`src/rtl/reg_recovery_ctrl.sv`:
```
// reg_recovery_ctrl: on a branch mispredict, walks the register snapshot back
// into the register file one register per cycle, stalling the pipeline via busy.
//
// Ports:
//   clk, rst          - core clock, synchronous active-high reset
//   mispredict        - one-cycle restore request from hazard control
//   snapshot_valid    - snapshot holder done flag (contents stable while high)
//   regs_snapshot     - 32-entry snapshot register array
//   snapshot_ack      - one-cycle pulse clearing the snapshot done flag
//   rf_wr_en/addr/data- register-file restore write port
//   busy              - high while waiting for the snapshot or restoring
//   recovery_done     - one-cycle pulse after the last register is written
//   err_no_snapshot   - one-cycle pulse when the snapshot never arrived
module reg_recovery_ctrl #(
  parameter int unsigned DATA_WIDTH = 32,
  parameter int unsigned SKIP_R0    = 1
) (
  input  logic                  clk,
  input  logic                  rst,
  input  logic                  mispredict,
  input  logic                  snapshot_valid,
  input  logic [DATA_WIDTH-1:0] regs_snapshot [32],
  output logic                  snapshot_ack,
  output logic                  rf_wr_en,
  output logic [4:0]            rf_wr_addr,
  output logic [DATA_WIDTH-1:0] rf_wr_data,
  output logic                  busy,
  output logic                  recovery_done,
  output logic                  err_no_snapshot
);

  localparam int unsigned AW = 5;
  localparam int unsigned TW = 4;
  localparam logic [AW-1:0] START_IDX = (SKIP_R0 != 0) ? AW'(1) : AW'(0);
  localparam logic [AW-1:0] LAST_IDX  = AW'(31);
  // Counter value seen on the 15th consecutive WAIT_SNAP cycle.
  localparam logic [TW-1:0] TMO_LAST  = TW'(14);

  typedef enum logic [1:0] {
    S_IDLE,
    S_WAIT_SNAP,
    S_RESTORE,
    S_DONE
  } state_e;

  state_e                state_q, state_d;
  logic [AW-1:0]         idx_q, idx_d;
  logic [TW-1:0]         tmo_q, tmo_d;
  logic                  ack_q, ack_d;
  logic                  wr_en_q, wr_en_d;
  logic [AW-1:0]         addr_q, addr_d;
  logic [DATA_WIDTH-1:0] data_q, data_d;
  logic                  busy_q, busy_d;
  logic                  done_q, done_d;
  logic                  err_q, err_d;

  // Next-state and next-output logic; outputs are registered from the next state.
  always_comb begin
    state_d = state_q;
    idx_d   = idx_q;
    tmo_d   = tmo_q;
    ack_d   = 1'b0;
    wr_en_d = 1'b0;
    addr_d  = '0;
    data_d  = '0;
    done_d  = 1'b0;
    err_d   = 1'b0;

    case (state_q)
      S_IDLE: begin
        if (mispredict) begin
          if (snapshot_valid) begin
            state_d = S_RESTORE;
            idx_d   = START_IDX;
            wr_en_d = 1'b1;
          end else begin
            state_d = S_WAIT_SNAP;
            tmo_d   = '0;
          end
        end
      end
      S_WAIT_SNAP: begin
        if (snapshot_valid) begin
          state_d = S_RESTORE;
          idx_d   = START_IDX;
          wr_en_d = 1'b1;
        end else if (tmo_q == TMO_LAST) begin
          state_d = S_IDLE;
          tmo_d   = '0;
          err_d   = 1'b1;
        end else begin
          tmo_d = TW'(tmo_q + TW'(1));
        end
      end
      S_RESTORE: begin
        // idx_q is the register written this cycle; stop after r31.
        if (idx_q == LAST_IDX) begin
          state_d = S_DONE;
          idx_d   = START_IDX;
          ack_d   = 1'b1;
          done_d  = 1'b1;
        end else begin
          idx_d   = AW'(idx_q + AW'(1));
          wr_en_d = 1'b1;
        end
      end
      S_DONE: begin
        state_d = S_IDLE;
      end
      default: begin
        state_d = S_IDLE;
      end
    endcase

    if (wr_en_d) begin
      addr_d = idx_d;
      data_d = regs_snapshot[idx_d];
    end
    busy_d = (state_d == S_WAIT_SNAP) || (state_d == S_RESTORE);
  end

  // State and output registers.
  always_ff @(posedge clk) begin
    if (rst) begin
      state_q <= S_IDLE;
      idx_q   <= START_IDX;
      tmo_q   <= '0;
      ack_q   <= 1'b0;
      wr_en_q <= 1'b0;
      addr_q  <= '0;
      data_q  <= '0;
      busy_q  <= 1'b0;
      done_q  <= 1'b0;
      err_q   <= 1'b0;
    end else begin
      state_q <= state_d;
      idx_q   <= idx_d;
      tmo_q   <= tmo_d;
      ack_q   <= ack_d;
      wr_en_q <= wr_en_d;
      addr_q  <= addr_d;
      data_q  <= data_d;
      busy_q  <= busy_d;
      done_q  <= done_d;
      err_q   <= err_d;
    end
  end

  assign snapshot_ack    = ack_q;
  assign rf_wr_en        = wr_en_q;
  assign rf_wr_addr      = addr_q;
  assign rf_wr_data      = data_q;
  assign busy            = busy_q;
  assign recovery_done   = done_q;
  assign err_no_snapshot = err_q;

  // The snapshot must remain valid for the whole walk; the walk itself carries on regardless.
  a_snapshot_held: assert property (@(posedge clk) disable iff (rst)
                                    (state_q == S_RESTORE) |-> snapshot_valid);

endmodule
```
`config.mk`:
```
export PLATFORM = sky130hd
export DESIGN_NAME = reg_recovery_ctrl
export DESIGN_NICKNAME = d
export VERILOG_FILES = /design/src/rtl/reg_recovery_ctrl.sv
export SDC_FILE = /design/constraint.sdc
export NUM_CORES = 1
export LEC_CHECK = 0
export ABC_CLOCK_PERIOD_IN_PS = 2600
export CAP_MARGIN = 0
export CORE_AREA = 2 2 417 419
export DETAILED_ROUTE_END_ITERATION = 10
export DIE_AREA = 0 0 419 421
export DONT_BUFFER_PORTS = 1
export GPL_TIMING_DRIVEN = 0
export PLACE_DENSITY_LB_ADDON = 0.12
export RECOVER_POWER = 100
export SYNTH_ARGS = -nofsm -noshare
export SYNTH_HDL_FRONTEND = slang
export SYNTH_SLANG_ARGS = --single-unit
```
`constraint.sdc`:
```
create_clock -name clk -period 2.6 [get_ports clk]
set_input_delay 0.65 -clock clk [delete_from_list [all_inputs] [get_ports clk]]
set_output_delay 0.65 -clock clk [all_outputs]
set_load 0.02 [all_outputs]
```
# Yosys cells after proc, flatten, opt, wreduce, memory -nomap -nowiden
# Cells that the tools add are included.
# W data, S select, Z words.
# totals
output_inout_bits,42
regBits,52
# classes
n_eq_ne,10
reduce_logical,7
n_lt_le_gt_ge,1
n_addsub,2
n_bitwise,4
mux,24
# ops
op,count
$bmux W32 S5,1
$mux W32,2
$mux W4,4
$mux W5,3
$pmux W5 S3,1
$mux W2,5
$pmux W2 S4,1
$pmux W4 S2,1
$eq A2 B2 Y1 const B,3
$ge A6 B6 Y1 const B,1
$ne A2 B2 Y1 const B,3
$not A5 Y6,1
$add A5 B1 Y5 const B,1
$eq A5 B5 Y1 const B,1
$mux W1,5
$add A4 B1 Y4 const B,1
$eq A2 B1 Y1 const B,2
$eq A4 B4 Y1 const B,1
$reduce_and A4 Y1,1
$reduce_or A2 Y1,2
$not A1 Y1,3
$pmux W1 S3,1
$reduce_or A3 Y1,1
$logic_not A2 Y1,1
2 further kinds,2

# Depth between registers and ports, before layout
# depth
depth_word,7
depth_mapped,14
mapped_depth_nobuf,11

# Least setup slack after synthesis
# OpenSTA, ideal clock, no wires.
# synth_path
path_type,register -> register
from,register idx_q[0]
to,register data_q[15] (netlist: rf_wr_data[15])
setup_ns,0.129
path_slack_ns,-0.011
arrival_time_ns,2.482
stages_incl_launch_ff,13
cell_sequence,dfxtp_1 ha_1 and3_1 ha_1 and4bb_1 a211o_1 buf_6 buf_8 buf_6 buf_2 clkbuf_1 a32oi_1 nand4_1
# synth_between
elab_chain_cells,7
word_cells_on_any_way,14
classes_between,1 x add/sub; 1 x eq/ne; 9 x mux; 2 x bitwise; 1 x reduce/logical
# synth_rtl
element,line,text
"start, declared",47,"logic [AW-1:0] idx_q, idx_d;"
"start signal, assigned",137,idx_q <= idx_d;
$add A5 B1 Y5 (tied with other cells),103,idx_d = AW'(idx_q + AW'(1));
$mux W5 (on tied branches),"97, 71",
$pmux W5 S3,69,case (state_q)
$not A5 Y6 (implied by the code),117,data_d = regs_snapshot[idx_d];
$bmux W32 S5,117,
$mux W32 (implied by the code) (2 in series),117,
"end signal, assigned",142,data_q <= data_d;
"end, declared",52,"logic [DATA_WIDTH-1:0] data_q, data_d;"
# Several ways; a longest one is shown, not always the timed one. The select of a mux whose other input is x is not followed.
# A chain may end at the register's enable or synchronous reset.

# Final worst setup path
# layout_path
from,register idx_q[0]
to,register data_q[30] (netlist: rf_wr_data[30])
# The elaborated chain is that of the path after synthesis.

==> summary.txt <==
Vias/cell: 3.91
drt first-iter violations: 1,375
crit path buf inv count: 4
placed insts: 4,110
H-tree depth: 2
largest net degree at the start of global routing: 19
slack of the critical path: -0.474 ns
worst slew pin tran: 0.658 ns
clock skew: 0.0240 ns
I/O pins: 1,070
hold_buf cts: 0
Rows: 153
Die Footprint: 0.176 mm^2
most frequent cells in the layout: nand2_1 (425), and3_1 (144), nand3_1 (120), mux2i_1 (105), buf_4 (101)
via count: 16.6k
min cycle time layout: 3.07 ns
commonest non-fill, non-tap cell in the layout: nand2_1
layout cells sized above 1: 0.371
clock root cell: clkbuf_16
syn_area_per_cell: 6.56 um^2
vias in the first global route: 16.9k
pre-CTS WS: -2.56 ns
router iterations before antenna repair: 5
ys async rst share: 0
Setup Crit Path Kind: reg2reg
Post-synth EDFFs: 0
total gr overflow: 0
starting density of the core: 0.0673
routability cong.: 0.930
Crit path max-delay family: buffers and inverters
Clk Latency, worst-skew pair: 0.39 ns
Clk pwr share: 0.108
Syn Nets: 2,802
final core utilization: 0.121
MaxCap Viol Count: 0
Yosys reg bits: 52
sw power: 0.00501 W
clock sink total: 52
ANT nets after route: 0
register area share after synthesis: 0.0897
Max clock buf depth: 2
first-pass GRT wire length: 223,000 um
Global Route Usage Sum: 0.202
Die Ht: 421 um
CTS tree: built
final instance count without filler cells: 4,255
Reg power frac: 0.113
Nets: 2,940
Worst Hold Depth: 1
Finish-stage setup viols: 32
HP Class: in2reg
per-cell routed wire length: 43.6 um
VDD IR max: 0.000252 V
Critical Path RT: 2.81 ns
dpl hpwl: 159,000 um
power density over cell area: 417 mW/mm^2
failing checks: setup timing
stages on the worst setup path: 13
area delta synth->final: 79.6%
Die W: 419 um
Critical Path Fanout Max: 10
Max Slew Vio Count: 0
Top FF cell, synth: dfxtp_1
crit start category: flop
initial antenna violation count: 57
max_slew headroom: 0.557
total wire length: 185,000 um
sw frac: 0.577
Ys Warns: 0
RSZ-0062 raised after global routing: yes
core area: 0.172 mm^2
final hold vios: 0
status: complete, but fails checks
final worst-path cycle share: 1.18
port bufs: 0
Worst path max stage delay: 0.37 ns
Worst-path clk slew: 0.11 ns
Worst path slowest cell: dfxtp_4
static leakage: 6.67 nW
Max Freq: 325 MHz
crit-path cells: ha_4, and3_4, ha_4, and4bb_1, a211o_1, buf_8, buf_12, buf_8, mux2i_4, a221oi_4, buf_4, a32oi_1, nand4_1
Pint: 0.00368 W
total CTS buffers: 5
Reg2Reg Depth: 13
combinational power share: 0.780
cells after synthesis: 1,770
Synth Cell Area: 0.0116 mm^2
DRC viols: 0
TNS Setup: -10.89 ns
Worst Path Arrival: 3.29 ns
post-synth cell types: 64
CP Capture Type: flop
## synth_stat cells, types with 18 or more instances
library cell	number	area share
nand2_1	437	0.14
dfxtp_1	52	0.090
mux2i_1	150	0.13
a311oi_1	85	0.064
a32oi_1	39	0.029
a221oi_1	22	0.017
a21oi_1	18	0.0078
buf_2	86	0.037
a31oi_1	25	0.013
and3_1	155	0.084
clkbuf_1	75	0.024
o21ai_0	69	0.030
a221oi_2	19	0.025
o21ai_1	22	0.0095
nand4_1	28	0.015
nand3_1	127	0.055
a211oi_1	186	0.12
nor2_1	35	0.011
## state kept, by name, indices dropped and copies added, names as in the netlist
signal	flops
rf_wr_en	1
state_q	2
idx_q	5
err_no_snapshot	1
busy	1
tmo_q	4
rf_wr_addr	5
recovery_done	1
rf_wr_data	32
## cell families (layout without fill, tap and decap cells)
family                     Yosys count  in the layout  synth area share
adders and majority gates            4              4           0.00431
other                                0             21                 0
and+or+nand+nor                    834            835             0.338
DFF                                 52             52            0.0897
AOI/OAI and AO/OA                  514            514             0.339
muxes                              152            152             0.131
buffers and inverters              214            352            0.0984
## power by group through the flow
stage          Combinational [W]  Sequential (W)  Clock (W)
3_3_place_gp             0.00485         0.00100          0
4_1_cts                  0.00651        0.000981    0.00103
6_report                 0.00678        0.000978   0.000936
5_1_grt                  0.00712        0.000984    0.00101
3_5_place_dp             0.00488         0.00100          0
2_1_floorplan            0.00232        0.000944          0
## what timing repair did
action	CTS	global route
buffers inserted	85	38
gates resized for setup	796	255
endpoints found under the setup margin	38	32
pin swaps	114	132
gates cloned	7	1
## final cells by class
cell class	instances	area, um^2
fill	20000	152000
multi-input combinational	1505	12400
tap	2325	2910
buffer	197	2570
timing repair buffer	141	1680
sequential	52	1050
clock buffer	5	125
antenna	21	52.6
clock inverter	3	25.0
inverter	6	25.0
## path summary, 6_finish.rpt
| path | slack (ns) | endpoint | startpoint |
|---|---|---|---|
| worst max-delay path | -0.47 | rf_wr_data[30]$_SDFF_PP0_ | idx_q[0]$_SDFF_PP1_ |
| worst max register to register | -0.47 | rf_wr_data[30]$_SDFF_PP0_ | idx_q[0]$_SDFF_PP1_ |
| worst min register to register | 0.53 | tmo_q[2]$_SDFFE_PP0P_ | tmo_q[2]$_SDFFE_PP0P_ |
| worst min-delay path | 0.36 | state_q[0]$_SDFF_PP0_ | rst |
## per-layer routing
metal,up-vias,part of all wire,GRT usage
li1,7028,-,-
met1,8722,0.41,0.249
met2,763,0.52,0.369
met3,100,0.058,0.0336
met4,30,0.013,0.0305
met5,-,0.0010,0
## stage by stage
stage	total power [W]	hold WS, ns	instance area, um^2
after global placement	0.00585	0.523	14500
after floorplan	0.00327	0.471	11600
after CTS	0.00853	0.317	19400
after detailed placement	0.00588	0.515	14700
after global routing	0.00912	0.344	20800
final	0.00869	0.360	20800
Note: power is estimated with default switching activity, not from simulation.
